File: src/rtl/mm_slot_scheduler.sv
// mm_slot_scheduler
//   Shares one 4-slot pipelined Montgomery multiplier between N_REQ
//   requesters. The multiplier runs a free-running round counter. Slot k
//   accepts a new job only in round k*SLOT_PITCH, so each slot is decided one
//   round earlier (its pre-window), with registered outputs. Every job is
//   tagged {1, slot, id} in mm_info_ini. The multiplier returns that tag with
//   its done pulse, and the tag routes rsp_valid back to the requester that
//   owns the job. Only control is handled here: the operand buses are muxed
//   outside this block using op_sel.
//
//   Optional feature macro: MMS_WATCHDOG_EN.
//     When it is defined, each slot has a 16-bit busy-cycle watchdog that
//     sets a sticky err_timeout bit.
//     When it is undefined, err_timeout is tied to 0.
//
// Ports
//   clk, rst_n    clock, asynchronous active-low reset (shared with multiplier)
//   req           level request per requester, held until gnt
//   gnt           one-hot 1-cycle grant, coincident with mm_en
//   rsp_valid     one-hot 1-cycle pulse: the owner's result is on now_z
//   op_sel        last granted requester (external operand mux select)
//   mm_en         multiplier enable
//   mm_info_ini   job tag {1'b1, slot[1:0], id[4:0]}
//   mm_round      multiplier round counter
//   mm_flag       multiplier slot-occupied flags
//   mm_done       multiplier done pulse
//   mm_info_out   tag returned with mm_done
//   busy_slots    local slot occupancy
//   err_spurious  sticky: done with a bad or unknown tag
//   err_timeout   sticky per slot: watchdog expiry
module mm_slot_scheduler #(
  parameter int N_REQ      = 4,
  parameter int ROUND_MAX  = 17,
  parameter int SLOT_PITCH = 4,
  parameter int TIMEOUT    = 4096
) (
  input  logic             clk,
  input  logic             rst_n,
  input  logic [N_REQ-1:0] req,
  output logic [N_REQ-1:0] gnt,
  output logic [N_REQ-1:0] rsp_valid,
  output logic [4:0]       op_sel,
  output logic             mm_en,
  output logic [7:0]       mm_info_ini,
  input  logic [4:0]       mm_round,
  input  logic [3:0]       mm_flag,
  input  logic             mm_done,
  input  logic [7:0]       mm_info_out,
  output logic [3:0]       busy_slots,
  output logic             err_spurious,
  output logic [3:0]       err_timeout
);

  if (N_REQ < 1 || N_REQ > 32) begin : g_bad_nreq
    $error("N_REQ must be 1..32");
  end
  if (TIMEOUT < 1 || TIMEOUT > 65535) begin : g_bad_timeout
    $error("TIMEOUT must fit the 16-bit watchdog");
  end

  // The round in which slot k is decided is one before its admission round.
  // It wraps to ROUND_MAX for slot 0.
  function automatic logic [4:0] pre_win(input int k);
    int w;
    w = k * SLOT_PITCH;
    if (w == 0) return 5'(ROUND_MAX);
    return 5'(w - 1);
  endfunction

  logic [N_REQ-1:0] outst, outst_nxt, elig, gnt_nxt, rsp_nxt;
  logic [31:0]      outst_ext;
  logic [4:0]       ptr, ptr_nxt, win_id, done_id;
  logic [1:0]       win_slot, done_slot;
  logic [3:0]       busy_nxt;
  logic             win_hit, found, issue, done_ok;

  assign elig = req & ~outst;

  // Find which slot, if any, is in its pre-window this cycle.
  always_comb begin
    win_hit  = 1'b0;
    win_slot = 2'd0;
    for (int k = 0; k < 4; k++)
      if (mm_round == pre_win(k)) begin
        win_hit  = 1'b1;
        win_slot = 2'(k);
      end
  end

  // Round-robin arbitration: the lowest eligible index at or after ptr wins.
  // If there is none, the lowest eligible index overall wins.
  always_comb begin
    found  = 1'b0;
    win_id = '0;
    for (int i = 0; i < N_REQ; i++)
      if (!found && elig[i] && 5'(i) >= ptr) begin
        found  = 1'b1;
        win_id = 5'(i);
      end
    for (int i = 0; i < N_REQ; i++)
      if (!found && elig[i]) begin
        found  = 1'b1;
        win_id = 5'(i);
      end
  end

  // A slot is not reused while the multiplier still flags it (draining).
  assign issue   = win_hit & ~busy_slots[win_slot] & ~mm_flag[win_slot] & (|elig);
  assign ptr_nxt = (win_id == 5'(N_REQ - 1)) ? 5'd0 : win_id + 5'd1;

  // An id >= N_REQ indexes the zero-extended bits of outst_ext.
  // Such a done therefore reads as "not outstanding" and is treated as spurious.
  assign done_id   = mm_info_out[4:0];
  assign done_slot = mm_info_out[6:5];
  assign outst_ext = 32'(outst);
  assign done_ok   = mm_done & mm_info_out[7] & outst_ext[done_id];

  // Completion clears first, then issue sets.
  // The issue decision uses pre-update state, so a slot or requester freed
  // in this cycle is not picked until its next window.
  always_comb begin
    outst_nxt = outst;
    busy_nxt  = busy_slots;
    gnt_nxt   = '0;
    rsp_nxt   = '0;
    if (done_ok) busy_nxt[done_slot] = 1'b0;
    if (issue)   busy_nxt[win_slot]  = 1'b1;
    for (int i = 0; i < N_REQ; i++) begin
      if (done_ok && 5'(i) == done_id) begin
        outst_nxt[i] = 1'b0;
        rsp_nxt[i]   = 1'b1;
      end
      if (issue && 5'(i) == win_id) begin
        outst_nxt[i] = 1'b1;
        gnt_nxt[i]   = 1'b1;
      end
    end
  end

  always_ff @(posedge clk or negedge rst_n)
    if (!rst_n) begin
      outst        <= '0;
      busy_slots   <= '0;
      ptr          <= '0;
      gnt          <= '0;
      rsp_valid    <= '0;
      mm_en        <= 1'b0;
      op_sel       <= '0;
      mm_info_ini  <= '0;
      err_spurious <= 1'b0;
    end else begin
      outst      <= outst_nxt;
      busy_slots <= busy_nxt;
      gnt        <= gnt_nxt;
      rsp_valid  <= rsp_nxt;
      mm_en      <= issue;
      // Held between issues, so operands remain valid through the
      // multiplier's enable delay.
      if (issue) begin
        op_sel      <= win_id;
        mm_info_ini <= {1'b1, win_slot, win_id};
        ptr         <= ptr_nxt;
      end
      if (mm_done && !done_ok) err_spurious <= 1'b1;
    end

`ifdef MMS_WATCHDOG_EN
  // The count is cleared on issue and counts busy cycles.
  // The flag is raised on the edge where the count reaches TIMEOUT, which is
  // TIMEOUT cycles after the issue edge.
  // The count saturates there; the slot stays occupied until reset.
  for (genvar k = 0; k < 4; k++) begin : g_wd
    logic [15:0] cnt;
    logic        hit;
    always_ff @(posedge clk or negedge rst_n)
      if (!rst_n) begin
        cnt <= '0;
        hit <= 1'b0;
      end else begin
        if (issue && win_slot == 2'(k))
          cnt <= '0;
        else if (busy_slots[k] && cnt != 16'(TIMEOUT))
          cnt <= cnt + 16'd1;
        if (busy_slots[k] && cnt == 16'(TIMEOUT - 1))
          hit <= 1'b1;
      end
    assign err_timeout[k] = hit;
  end
`else
  assign err_timeout = 4'b0;
`endif

endmodule

File: config.mk
export PLATFORM = sky130hd
export DESIGN_NAME = mm_slot_scheduler
export DESIGN_NICKNAME = d
export VERILOG_FILES = /design/src/rtl/mm_slot_scheduler.sv
export SDC_FILE = /design/constraint.sdc
export NUM_CORES = 1
export LEC_CHECK = 0
export BUFFER_PORTS_ARGS = -buffer_cell sky130_fd_sc_hd__buf_4
export CAP_MARGIN = 20
export CORE_ASPECT_RATIO = 0.7
export CORE_MARGIN = 1.5
export CORE_UTILIZATION = 50
export DETAILED_ROUTE_END_ITERATION = 10
export PLACE_DENSITY = 0.83
export SETUP_SLACK_MARGIN = 0.4
export SLEW_MARGIN = 0
export SYNTH_ARGS = -nofsm -noshare
export SYNTH_HDL_FRONTEND = slang
export SYNTH_SLANG_ARGS = --single-unit
File: constraint.sdc
create_clock -name clk -period 4.8 [get_ports clk]
set_clock_uncertainty 0.1 [all_clocks]
set_input_delay 0.48 -clock clk [delete_from_list [all_inputs] [get_ports clk]]
set_output_delay 0.48 -clock clk [all_outputs]
set_load 0.05 [all_outputs]
==> results.py <==
metrics = {
    "route": {
        "vias_per_cell": 5.15,
        "post-route-drc-count": 0,
        "drt-wirelength-per-cell_um": 14.1,
        "final_antenna_net_count": 0,
        "vias": 1019,
        "drt_pre_antenna_iters": 4,
        "drt_iter0_markers": 20,
        "wirelength_mm": 2.80,
    },
    "floorplan": {
        "die_width_um": 64.7,
        "floorplan.io_pins": 55,
        "die-area_mm2": 0.00299,
        "die_h_um": 46.2,
        "initial_core_util_pct": 53.4,
        "placement_rows": 15,
        "coreArea_mm2": 0.00250,
    },
    "clocking": {
        "cts_hold_repair.buffers": 0,
        "cts.htree.levels": 1,
        "worst_skew_pair.late_latency_ns": 0.26,
        "cts_setup_buffers": 0,
        "cts-buffers-inserted": 3,
        "cts.sink_count": 25,
        "clkTransAtPathRegs_ns": 0.09,
        "cts_tree": "built",
        "clock-root-buffer": "clkbuf_8",
        "cts-root-to-sink-buffers": 2,
        "postCtsResizedCells": 0,
    },
    "timing": {
        "finalWorstPathRequiredPeriod_ns": 1.95,
        "max_freq_mhz": 513,
        "final_min_period_over_clock_period_pct": 40.6,
        "final-setup-viol-count": 0,
        "tightest_slew_ns": 0.568,
        "worst_slew_margin_rel_pct": 61.8,
        "totalNegativeSetupSlack_ns": 0,
        "timing.final.max_slew_violations": 0,
        "rsz0062_at_grt": "false",
        "hold-worst-slack_ns": -0.00542,
        "timing_hold_violations_final": 15,
    },
    "worst_setup_path": {
        "setup.worst_path.end_class": "register",
        "critPathLaunch": "busy_slots[0]$_DFF_PN0_",
        "timing.setup.critical_path_class": "register to register",
        "worst_path_slowest_cell": "a221o_2",
        "worst-endpoint-arrival_ns": 2.00,
        "reg2reg_from": "busy_slots[0]$_DFF_PN0_",
        "worst-endpoint-required_ns": 4.85,
        "kind_of_launch_point_of_the_worst_setup_path": "register",
        "timing.critical_path.buf_inv": 1,
        "timing.critical_path.max_delay_family": "compound AO/OA/AOI/OAI gates",
        "critical_path_peak_fanout": 15,
        "critPathMaxStageDelay_ns": 0.44,
        "worstPathCellList": "nor4b_2, a31oi_1, a221o_2, inv_4, mux2_2",
    },
    "yosys": {
        "postSynth.asyncResetShare_pct": 100,
        "yosysMostFrequentCell": "dfrtp_1",
        "synth-edff-count": 0,
        "dominantRegCellSynth": "dfrtp_1",
        "ys_top_cells_by_area": "dfrtp_1 (47%), buf_4 (6.8%), a22o_1 (3.9%)",
        "postSynthCellCount": 120,
        "netlist_area_before_placement_mm2": 0.00133,
        "synth_largest_type_area_fraction_pct": 46.9,
        "synth.ff_latch_count": 25,
        "yosys.area.top_type": "dfrtp_1",
        "total_number_of_yosys_warnings": 0,
        "post_synth_num_cell_types": 37,
        "syn_avg_cell_area_um2": 11.1,
        "synth_seq_area_share_pct": 46.9,
        "synth.cells.most_frequent": "dfrtp_1 (25), buf_4 (12), inv_1 (9), nor2_1 (7), a22o_1 (6)",
    },
    "pwr": {
        "power_leakage_nw": 0.862,
        "power.ir.vdd_worst_v": 0.000444,
        "power.total_mw": 0.817,
        "p_per_area_mw_per_mm2": 487,
    },
    "grt": {
        "grt_pass1_wl_mm": 4.31,
        "number_of_global_route_vias_before_repair": 934,
        "gr-usage-all-layers_pct": 19.8,
        "overflow": 0,
        "grt_antenna_before_repair": 0,
        "grt_max_degree": 26,
    },
    "hold_path": {
        "min_path_type": "primary input to asynchronous set/reset pin",
    },
    "finish": {
        "antennaDiodeCount": 0,
        "area.growth.synth_to_final_pct": 25.9,
        "drive_above_1_share_pct": 36.0,
        "fin_nets": 193,
    },
    "flow_run": {
        "drv_cap": 0,
    },
    "run_status": {
        "run_status": "finished with violations",
        "violations": "negative hold slack",
    },
    "placed_design": {
        "numPortBuffers": 44,
        "dp.final_hpwl_mm": 2.22,
        "finalWeightedCongestion": 0.818,
    },
}
-- cells by family (layout without fill, tap and decap cells) --
kind of cell               count (synthesis)  in the layout  synth area share (%)
and+or+nand+nor                           39             39                  19.2
DFF                                       25             25                  46.9
buffers and inverters                     23             58                  11.3
AOI/OAI and AO/OA                         21             21                  12.0
muxes                                      7              7                  6.57
adders and majority gates                  4              4                  3.76
other                                      1             10                 0.281
-- report_power, final --
group          switching [mW]  leakage (nW)  internal [mW]  total, mW
registers              0.0536         0.312          0.261      0.315
logic                   0.239         0.527          0.142      0.381
clock network          0.0623        0.0217         0.0587      0.121
total                   0.354         0.862          0.463      0.817
-- worst paths after layout --
check	slack (ns)	endpoint	cells past startpoint
worst max-delay path	2.85	ptr[0]$_DFFE_PN0P_	5
worst min register to register	0.38	err_spurious$_DFFE_PN0P_	1
min in group clk	0.33	err_spurious$_DFFE_PN0P_	2
worst min-delay path	-0.005	gnt[1]$_DFF_PN0_	1
max in group asynchronous	4.37	busy_slots[1]$_DFF_PN0_	1
worst max register to register	2.85	ptr[0]$_DFFE_PN0P_	5
-- state kept, by name, summed over array words and instances (netlist names) --
signal        cells
busy_slots        4
op_sel            1
ptr               2
err_spurious      1
outst             4
mm_en             1
rsp_valid         4
mm_info_ini       4
gnt               4
-- per-stage QoR --
| step | worst slack, ns | instance area (um^2) | hold WS (ns) | std cells | utilization [%] |
|---|---|---|---|---|---|
| detailed placement | 2.62 | 1630 | 0.300 | 194 | 65.3 |
| floorplan | 2.76 | 1370 | 0.0844 | 129 | - |
| global route | 2.76 | 1680 | 0.00660 | 198 | 67.2 |
| finish | 2.85 | 1680 | -0.00542 | 198 | 67.2 |
| CTS | 2.83 | 1680 | 0.00799 | 198 | 67.2 |
| global placement | 2.67 | 1630 | 0.290 | 194 | 65.3 |
-- final cells by class --
cell class | count | area, um^2
sequential | 25 | 626
clock inverter | 1 | 7.51
clock buffer | 3 | 41.3
tap | 34 | 42.5
multi-input combinational | 81 | 591
timing repair buffer | 44 | 330
inverter | 10 | 40.0
fill | 209 | 818
-- cell usage in the layout, fill, tap and decap left out, types with 2 or more instances in the layout --
cell type,n
mux2_2,4
nor4b_2,2
nand2_1,3
nor2_1,7
and2_1,5
a21o_1,3
clkbuf_8,3
buf_4,44
ha_1,4
a21oi_1,3
or3_1,2
mux2i_1,2
a22o_1,6
dfrtp_1,25
inv_1,9
nor2b_1,4
or3b_1,2
nand4_1,2
nand2b_1,3
o21ai_0,2
nand3_1,2
conb_1,10
o31ai_1,2
-- routing by layer --
layer / GRT usage, % / routed length [um] / vias up
li1: - / - / 491
met1: 24.6 / 1210 / 485
met2: 34.8 / 1370 / 39
met5: 0 / 0 / -
met4: 6.81 / 40 / 0
met3: 4.89 / 178 / 4
(Power assumes the default switching activity.)
